### config.mk
export PLATFORM = sky130hd
export DESIGN_NAME = mem_port_arbiter
export DESIGN_NICKNAME = d
export VERILOG_FILES = /design/src/rtl/mips_pkg.sv /design/src/rtl/arb_prio_fair.sv /design/src/rtl/mem_port_arbiter.sv
export SDC_FILE = /design/constraint.sdc
export NUM_CORES = 1
export LEC_CHECK = 0
export ABC_AREA = 0
export ABC_CLOCK_PERIOD_IN_PS = 2200
export CAP_MARGIN = 20
export CORE_ASPECT_RATIO = 1.4
export CORE_MARGIN = 5
export CORE_UTILIZATION = 41
export DETAILED_ROUTE_END_ITERATION = 8
export GPL_TIMING_DRIVEN = 0
export PLACE_DENSITY_LB_ADDON = 0.12
export RECOVER_POWER = 100
export SYNTH_ARGS = -nofsm -noshare
export SYNTH_HDL_FRONTEND = slang
export SYNTH_HIERARCHICAL = 1
export SYNTH_SLANG_ARGS = --single-unit
export TNS_END_PERCENT = 20
### constraint.sdc
create_clock -name clk -period 2.2 [get_ports clk]
set_input_delay 0.22 -clock clk [delete_from_list [all_inputs] [get_ports clk]]
set_output_delay 0.22 -clock clk [all_outputs]
set_load 0.1 [all_outputs]
### src/rtl/mips_pkg.sv
// Shared types and defaults for the pipeline memory-port arbiter.
package mips_pkg;

   typedef enum logic [1:0] {
      ARB_IDLE  = 2'd0,
      ARB_ISSUE = 2'd1,
      ARB_WAIT  = 2'd2,
      ARB_RESP  = 2'd3
   } arb_state_e;

   typedef enum logic {
      OWN_IF = 1'b0,
      OWN_D  = 1'b1
   } owner_e;

   localparam int unsigned MAX_D_RUN_DEFAULT = 4;

endpackage

### src/rtl/arb_prio_fair.sv
// Grant selection between fetch and data, with a bounded run of data grants
// so that a pending fetch cannot be starved by back-to-back loads/stores.
module arb_prio_fair
   import mips_pkg::*;
#(
   parameter int unsigned MAX_D_RUN = MAX_D_RUN_DEFAULT
) (
   input  logic clk,
   input  logic rst,
   input  logic if_req,
   input  logic d_req,
   input  logic is_idle,
   output logic grant_d,
   output logic grant_if
);

   localparam logic [3:0] RUN_MAX = 4'(MAX_D_RUN);

   logic [3:0] run_cnt_q;
   logic [3:0] run_cnt_d;

   // Data wins ties (older instruction) until it has used up its run budget.
   always_comb begin
      grant_d   = is_idle & d_req & (~if_req | (run_cnt_q < RUN_MAX));
      grant_if  = is_idle & if_req & ~grant_d;
      run_cnt_d = run_cnt_q;
      if (grant_if || (is_idle && !if_req)) begin
         run_cnt_d = '0;
      end else if (grant_d && (run_cnt_q < RUN_MAX)) begin
         run_cnt_d = run_cnt_q + 4'd1;
      end
   end

   always_ff @(posedge clk or negedge rst) begin
      if (!rst) begin
         run_cnt_q <= '0;
      end else begin
         run_cnt_q <= run_cnt_d;
      end
   end

endmodule

### src/rtl/mem_port_arbiter.sv
// Shares one single-ported memory between instruction fetch and load/store.
// One split-phase transaction in flight; results return with a one-cycle done pulse.
module mem_port_arbiter
   import mips_pkg::*;
#(
   parameter int unsigned AW        = 32,
   parameter int unsigned DW        = 32,
   parameter int unsigned MAX_D_RUN = MAX_D_RUN_DEFAULT
) (
   input  logic            clk,
   input  logic            rst,
   input  logic            if_req,
   input  logic [AW-1:0]   if_addr,
   output logic [DW-1:0]   if_rdata,
   output logic            if_done,
   output logic            if_stall,
   input  logic            d_req,
   input  logic            d_we,
   input  logic [AW-1:0]   d_addr,
   input  logic [DW-1:0]   d_wdata,
   input  logic [DW/8-1:0] d_be,
   output logic [DW-1:0]   d_rdata,
   output logic            d_done,
   output logic            mem_stall,
   output logic            mem_req,
   output logic            mem_we,
   output logic [AW-1:0]   mem_addr,
   output logic [DW-1:0]   mem_wdata,
   output logic [DW/8-1:0] mem_be,
   input  logic            mem_gnt,
   input  logic            mem_rvalid,
   input  logic [DW-1:0]   mem_rdata
);

   arb_state_e      state_q, state_d;
   owner_e          owner_q, owner_d;
   logic            mem_req_q, mem_req_d;
   logic            mem_we_q, mem_we_d;
   logic [AW-1:0]   mem_addr_q, mem_addr_d;
   logic [DW-1:0]   mem_wdata_q, mem_wdata_d;
   logic [DW/8-1:0] mem_be_q, mem_be_d;
   logic [DW-1:0]   if_rdata_q, if_rdata_d;
   logic [DW-1:0]   d_rdata_q, d_rdata_d;
   logic            if_done_q, if_done_d;
   logic            d_done_q, d_done_d;
   logic            grant_d, grant_if;

   arb_prio_fair #(
      .MAX_D_RUN (MAX_D_RUN)
   ) u_prio (
      .clk      (clk),
      .rst      (rst),
      .if_req   (if_req),
      .d_req    (d_req),
      .is_idle  (state_q == ARB_IDLE),
      .grant_d  (grant_d),
      .grant_if (grant_if)
   );

   always_comb begin
      state_d     = state_q;
      owner_d     = owner_q;
      mem_req_d   = mem_req_q;
      mem_we_d    = mem_we_q;
      mem_addr_d  = mem_addr_q;
      mem_wdata_d = mem_wdata_q;
      mem_be_d    = mem_be_q;
      if_rdata_d  = if_rdata_q;
      d_rdata_d   = d_rdata_q;
      if_done_d   = 1'b0;
      d_done_d    = 1'b0;
      case (state_q)
         ARB_IDLE: begin
            if (grant_d) begin
               owner_d     = OWN_D;
               mem_req_d   = 1'b1;
               mem_we_d    = d_we;
               mem_addr_d  = d_addr;
               mem_wdata_d = d_wdata;
               mem_be_d    = d_be;
               state_d     = ARB_ISSUE;
            end else if (grant_if) begin
               owner_d    = OWN_IF;
               mem_req_d  = 1'b1;
               mem_we_d   = 1'b0;
               mem_addr_d = if_addr;
               mem_be_d   = '1;
               state_d    = ARB_ISSUE;
            end
         end
         // Command stays frozen in the output registers until the memory takes it.
         ARB_ISSUE: begin
            if (mem_gnt) begin
               mem_req_d = 1'b0;
               state_d   = ARB_WAIT;
            end
         end
         ARB_WAIT: begin
            if (mem_rvalid) begin
               if (owner_q == OWN_D) begin
                  d_rdata_d = mem_rdata;
                  d_done_d  = 1'b1;
               end else begin
                  if_rdata_d = mem_rdata;
                  if_done_d  = 1'b1;
               end
               state_d = ARB_RESP;
            end
         end
         ARB_RESP: state_d = ARB_IDLE;
         default:  state_d = ARB_IDLE;
      endcase
   end

   always_ff @(posedge clk or negedge rst) begin
      if (!rst) begin
         state_q     <= ARB_IDLE;
         owner_q     <= OWN_IF;
         mem_req_q   <= 1'b0;
         mem_we_q    <= 1'b0;
         mem_addr_q  <= '0;
         mem_wdata_q <= '0;
         mem_be_q    <= '0;
         if_rdata_q  <= '0;
         d_rdata_q   <= '0;
         if_done_q   <= 1'b0;
         d_done_q    <= 1'b0;
      end else begin
         state_q     <= state_d;
         owner_q     <= owner_d;
         mem_req_q   <= mem_req_d;
         mem_we_q    <= mem_we_d;
         mem_addr_q  <= mem_addr_d;
         mem_wdata_q <= mem_wdata_d;
         mem_be_q    <= mem_be_d;
         if_rdata_q  <= if_rdata_d;
         d_rdata_q   <= d_rdata_d;
         if_done_q   <= if_done_d;
         d_done_q    <= d_done_d;
      end
   end

   assign mem_req   = mem_req_q;
   assign mem_we    = mem_we_q;
   assign mem_addr  = mem_addr_q;
   assign mem_wdata = mem_wdata_q;
   assign mem_be    = mem_be_q;
   assign if_rdata  = if_rdata_q;
   assign d_rdata   = d_rdata_q;
   assign if_done   = if_done_q;
   assign d_done    = d_done_q;

   // Stalls are combinational so the pipeline freezes in the same cycle a request appears.
   assign if_stall  = if_req & ~if_done_q;
   assign mem_stall = d_req & ~d_done_q;

endmodule

Word-level counts from Yosys, hierarchy flattened --
Cells that the tools add are included.
Operators by class: $add $sub $neg 1, order comparisons 1, eq/ne operators 6, mux-type cells 24, bitwise logic cells 12, reduce and logical (&&, ||, !) cells 14
Operators with widths (number):
- $mux 32 | 2
- $mux 4 | 4
- $mux 1 | 12
- $reduce_and 3->1 | 4
- $mux 2 | 4
- $pmux 2 s4 | 1
- $and 1x1->1 | 6
- $reduce_bool 2->1 | 3
- $not 1->1 | 5
- $add 4x1->4 const B | 1
- $eq 2x2->1 const B | 2
- $lt 4x3->1 const B | 1
- $ne 2x2->1 const B | 2
- $reduce_and 2->1 | 2
- $ne 3x3->1 const B | 1
- $eq 2x1->1 const B | 1
- $logic_and 1x1->1 | 2
- $logic_not 2->1 | 1
- $pmux 1 s2 | 1
- $logic_not 1->1 | 1
- $logic_or 1x1->1 | 1
- $or 1x1->1 | 1
Word-level totals: flip-flop bits (word level) 143, input bits 139, output and inout bits 138, logic and storage cells 70

Longest topological paths before layout --
depth in word-level cells 8, depth in mapped cells 9, gate-level depth less buffers 7

Cells and area by module --
The synthesis kept the hierarchy.
Modules (own cells, without submodules):
- mem_port_arbiter | instances 1, cells each 396, area each 5561.6 um^2, sequential area each 3478.3 um^2
- arb_prio_fair | instances 1, cells each 21, area each 215.2 um^2, sequential area each 100.1 um^2

Worst setup path after synthesis --
Ideal clock, no wire load.
path kind register -> output, from reg if_done_q, in the netlist if_done, to out if_stall, arrival 2.211 ns, data required time 1.980 ns, path slack -0.231 ns, cell stages (with the launch flop) 2, buffers on the path 0, path through dfrtp_1 > nor2b_1
Between the ends: cells in the longest elaborated chain, start to end 2
Ends and longest elaborated chain:
- start, declared | RTL line mem_port_arbiter.sv:44 | logic if_done_q, if_done_d;
- start signal, assigned | RTL line mem_port_arbiter.sv:138 | if_done_q <= if_done_d;
- $not 1->1 | RTL line mem_port_arbiter.sv:154 | assign if_stall = if_req & ~if_done_q;
- $and 1x1->1 | RTL line mem_port_arbiter.sv:154
- end, declared | RTL line mem_port_arbiter.sv:16 | output logic if_stall,
No other way between the ends.

Worst setup path after layout --
from reg mem_be_q[1], in the netlist mem_be[1], to out mem_be[1]
RTL lines:
- start, declared | RTL line mem_port_arbiter.sv:41 | logic [DW/8-1:0] mem_be_q, mem_be_d;
- start signal, assigned | RTL line mem_port_arbiter.sv:135 | mem_be_q <= mem_be_d;
- end, declared | RTL line mem_port_arbiter.sv:29 | output logic [DW/8-1:0] mem_be,
No word-level cell between the ends.

==> qor.txt <==
Vias in the first global route: 4932
Cell taking the most area after synthesis: dfrtp_1
Total GRT Usage: 19.4%
Slew HR: -4.30%
Core area: 0.0138 mm^2
Ys Warns: 6
FILL cells: 1109
Peak Freq: 0.465 GHz
Antenna-violating nets left: 0
Root buf cell: clkbuf_16
Die Ht: 150 um
Initial drt markers: 106
Die ar.: 0.0166 mm^2
Commonest cells after routing, fill and taps aside: clkdlybuf4s50_1 (269), dfrtp_1 (143), mux2_2 (95)
Reg clk slew, reported paths: 0.06 ns
Routed wire per std cell: 17.3 um
Boundary Pins: 277
Port Buf Inserts: 276
Post-DP HPWL: 12300 um
Post-synthesis register bit count: 143
Routed wire length: 15800 um
Largest net degree at the start of global routing: 76
Clock tree buffer depth: 2
Most common cell after layout, fill and taps aside: clkdlybuf4s50_1
Hold Crit Depth: 3
Clk sinks: 143
Fin util: 67.2%
Synthesized area: 0.00578 mm^2
Failing checks: max-capacitance violations, max-slew violations
Seq/Total Area, Yosys: 61.9%
CP Class: reg2out
Worst path required time: 1.98 ns
Worst skew pair latency: 0.41 ns
Grt ovf: 0
Worst Reg-to-Reg Cells: 7
Crit. End Element: output port
Unrepaired setup endpoints after global routing: no
Slew Limit Fails: 69
Status: finished, violations left
# DRC: 0
Critical path's top delay family: buffers and inverters
Via count: 4396
Layout Nets: 858
Crit-path max FO: 2
Crit. path cell count: 1
First-pass GRT wire length: 24700 um
ANT cells: 0
Syn Nets: 561
Least-Margin Pin Slew: 1.56 ns
CTS tree: done
Ranking of synthesized cells by area: dfrtp_1 (62%), mux2_2 (19%), mux2i_1 (5.5%)
Post-CTS setup buffer count: 0
Final period util: 97.8%
Die width: 110 um
Synth cell types: 27
Final hold vios: 0
Area Growth Syn to Fin: 61.1%
Vias per cell: 4.83
Worst Clk Skew: 0.0115 ns
Initial antenna violation count: 0
Worst path cell trace: clkdlybuf4s50_1
Synth Area per Inst: 13.9 um^2
Synth top area share: 61.9%
Critical-path top delay cell: clkdlybuf4s50_1
RePlAce Congestion: 0.751
Initial Util: 41.7%
# rows: 51
Max cap viols: 1
Type of the worst min-delay path: in2reg
Final setup vio count: 0
Share of layout cells above drive strength 1: 20.8%
Clock H-tree levels: 4
Slowest stage delay, CP: 1.16 ns
DRT Pass-1 Iters: 4
Tmin final: 2.15 ns
Synth Instances: 417
CTS Buf Count: 17
CP bufs+invs: 1
CP arrival: 1.93 ns
CP Launch Type: register
==> cells by family (layout without fill, tap and decap cells) <==
logic type | count (synthesis) | after routing | share of synthesized area (%)
AO/OA/AOI/OAI | 46 | 46 | 4.35
adder cells (fa/ha/maj) | 5 | 5 | 1.08
buffers and inverters | 29 | 338 | 2.79
flip-flops | 143 | 143 | 61.9
multiplexers | 129 | 129 | 24.5
AND/OR/NAND/NOR | 65 | 65 | 5.37
==> per-layer routing <==
metal | wire length [um] | global-route usage [%] | vias up
met4 | 374 | 7.64 | 0
met2 | 8470 | 35.5 | 194
met1 | 5300 | 19.5 | 2132
met3 | 1630 | 7.38 | 30
li1 | - | - | 2040
met5 | 0 | 0 | -
==> worst reg2reg max path, stage by stage, from the launching register on <==
cell	delay, ns
dfrtp_1	0.39
inv_1	0.15
ha_4	0.25
and3_1	0.16
buf_2	0.19
nand2_1	0.21
clkbuf_2	0.27
mux2_2	0.32
==> registers in the layout (all words and copies together), names as in the netlist <==
| name | cells |
|---|---|
| d_done | 1 |
| if_rdata | 32 |
| mem_we | 1 |
| d_rdata | 32 |
| mem_req | 1 |
| state_q | 2 |
| mem_addr | 32 |
| mem_wdata | 32 |
| owner_q | 1 |
| u_prio/run_cnt_q | 4 |
| mem_be | 4 |
| if_done | 1 |
==> cell usage after synthesis <==
library cell / instances
clkbuf_2: 2
a221oi_2: 1
nand3_2: 1
nand2b_1: 2
buf_4: 3
nand2_1: 48
o311ai_0: 1
nand4bb_4: 1
mux2_1: 2
clkbuf_1: 1
o21ai_1: 5
buf_6: 3
mux2_2: 95
nand3_1: 1
dfrtp_1: 143
mux2i_1: 32
o21ai_0: 35
buf_2: 13
nand3b_2: 1
a21oi_1: 1
and3_1: 1
ha_1: 5
nor2_1: 2
nor2b_1: 8
inv_1: 7
o22ai_1: 2
o32a_1: 1
==> per-stage QoR <==
stage / hold WS [ns] / setup WS [ns] / cells / setup TNS [ns] / cell area [um^2]
after CTS: 0.389 / 0.0117 / 911 / 0 / 9380
final: 0.397 / 0.0478 / 911 / 0 / 9310
after global routing: 0.404 / 0.000396 / 911 / 0 / 9310
after floorplan: -0.0756 / -0.231 / 417 / -0.231 / 5780
after detailed placement: 0.276 / -0.176 / 879 / -4.47 / 8800
after global placement: 0.460 / -4.65 / 878 / -665.75 / 8770
==> worst paths after layout <==
kind	startpoint	to	slack (ns)
setup reg to reg	state_q[0]	mem_wdata[24]	0.13
setup / recovery	mem_be[1]	mem_be[1]	0.05
max in group asynchronous	rst	mem_wdata[18]	0.38
hold reg to reg	mem_addr[19]	mem_addr[19]	0.48
hold / removal	d_we	mem_we	0.40
min in group asynchronous	rst	if_rdata[15]	0.78
==> area by class of cell <==
type                    count  area [um^2]  area share (%)
plain buffers              22          109            1.17
clock buffers              18          429            4.61
clock inverters            13          138            1.48
inverters                   7         26.3           0.282
multi-input cells         245         2040            21.9
flip-flops and latches    143         3580            38.5
well taps                 185          231            2.49
repair buffers            278         2760            29.6
==> repair_timing <==
item | in CTS | in global routing
hold buffers | 1 | 0
hold endpoints to repair | 68 | 0
cloned | 0 | 0
gates resized for setup | 3 | 5
endpoints found under the setup margin | 54 | 63
Power is left out: the tool's default activity adds up to more than one toggle a clock period on the data nets, which glitch-free logic cannot reach.
==> patch, RTL diff (config.mk and constraints unchanged) <==
`AW`: 32 -> 48.
--- a/src/rtl/mem_port_arbiter.sv
+++ b/src/rtl/mem_port_arbiter.sv
@@ -3,7 +3,7 @@
 module mem_port_arbiter
    import mips_pkg::*;
 #(
-   parameter int unsigned AW        = 32,
+   parameter int unsigned AW        = 48,
    parameter int unsigned DW        = 32,
    parameter int unsigned MAX_D_RUN = MAX_D_RUN_DEFAULT
 ) (
Ports: changed (resized d_addr, if_addr and mem_addr); port bits go from 277 to 325. No check against the original RTL was run, so the function may have changed too.
==> patch against the original RTL <==
- sequential share of layout area decreased by 0.44 points
- worst setup slack worse by 9.2 ps
- critical endpoint is now mem_addr[10]
- cell area grew 12%
- register-to-register slack about the same
- routed wire length rose by 25%
- area after synthesis is 13% higher
- critical path depth did not move
- sequential cell count grew 16
- via count is 16% higher
Power is not shown: default switching activity piles up to over one toggle a cycle in this logic, so the estimate is an artifact.
==> patch: results (changes against the original RTL) <==
\begin{tabular}{lr}
\hline
Metric & Value \\
\hline
\multicolumn{2}{l}{\textbf{STA}} \\
\quad Worst setup skew after layout & 8.78 ps (-2.75 ps) \\
\quad Tcrit/Tclk final & 98.2\% (+0.42 points) \\
\multicolumn{2}{l}{\textbf{Placed design}} \\
\quad Pre-CTS WS & -165 ps (+11.0 ps) \\
\quad Global placement routability congestion & 0.784 (+4.5\%) \\
\quad Placed Cells incl. Taps & 1,007 (+15\%) \\
\quad Placed wire-length estimate after detailed placement & 15,700 um (+28\%) \\
\quad Port Buffers & 324 (+17\%) \\
\quad Placement-stage cell area & 10,100 um2 (+14\%) \\
\multicolumn{2}{l}{\textbf{Global route}} \\
\quad Maximum number of pins on one net before global-route repair & 87 (+14\%) \\
\quad Global router's overall resource usage & 21.0\% (+1.6 points) \\
\quad Via count of the first global-routing pass & 5,644 (+14\%) \\
\quad Wire length of the first global-routing pass & 30,100 um (+22\%) \\
\quad Met3 usage & 7.30\% (-0.078 points) \\
\multicolumn{2}{l}{\textbf{Yosys}} \\
\quad Part of the Yosys area used for sequential elements & 60.9\% (-1.1 points) \\
\quad Post-Synthesis Cells & 486 (+17\%) \\
\quad Most used standard cells in the synthesized netlist & sky130\_fd\_sc\_hd\_\_dfrtp\_1, sky130\_fd\_sc\_hd\_\_mux2\_2, sky130\_fd\_sc\_hd\_\_nand2\_1, sky130\_fd\_sc\_hd\_\_o21ai\_0, sky130\_fd\_sc\_hd\_\_mux2i\_1 \\
\quad Number of different library cells in the post-synthesis netlist & 26 (-3.7\%) \\
\multicolumn{2}{l}{\textbf{Critical path}} \\
\quad Beginning of the critical path & mem\_addr[10]\$\_DFFE\_PN0P\_ \\
\quad Critical register-to-register path startpoint & state\_q[1]\$\_DFFE\_PN0P\_ \\
\quad Timing endpoint of the critical path & mem\_addr[10] \\
\multicolumn{2}{l}{\textbf{Routing}} \\
\quad Starting DRC count in detailed routing & 163 (+54\%) \\
\quad Post-Route M1 WL & 6660 um (+26\%) \\
\quad Routed length on met3 & 1960 um (+20\%) \\
\multicolumn{2}{l}{\textbf{Clock tree}} \\
\quad Number of gates resized after CTS & 7 (+4) \\
\multicolumn{2}{l}{\textbf{Finish}} \\
\quad Layout cells sized above 1 & 18.6\% (-2.2 points) \\
\multicolumn{2}{l}{\textbf{Status}} \\
\quad Result of the run & completed \\
\hline
\end{tabular}
[patch: cell types whose count changed after synthesis, sizes merged]
cell / change
buf: +4
clkbuf: +1
dfrtp: +16
mux2i: +16
nand2: +16
o21ai: +16
[patch: tightest hold or removal path, cell delays in order]
cell and delay, ps:
sky130_fd_sc_hd__clkdlybuf4s50_1 390, sky130_fd_sc_hd__nand3_1 90, sky130_fd_sc_hd__nand2_1 50
[patch: cell families (layout without fill, tap and decap cells)]
kind of cell               after synthesis  in the layout  synth area share (%)
and+or+nand+nor                         81             81                  5.67
AOI/OAI and AO/OA                       62             62                  5.15
buffers and inverters                   34            392                  3.31
muxes                                  145            145                  24.1
adders and majority gates                5              5                 0.957
DFF                                    159            159                  60.9
[patch: layout make-up]
type | count | area [um2]
Timing Repair Buffer | 326 | 3120
Fill cell | 1216 | 5140
Buffer | 27 | 165
Clock buffer | 18 | 429
Multi-Input combinational cell | 293 | 2350
Sequential cell | 159 | 3980
Tap cell | 196 | 245
Inverter | 7 | 26.3
Clock inverter | 14 | 146
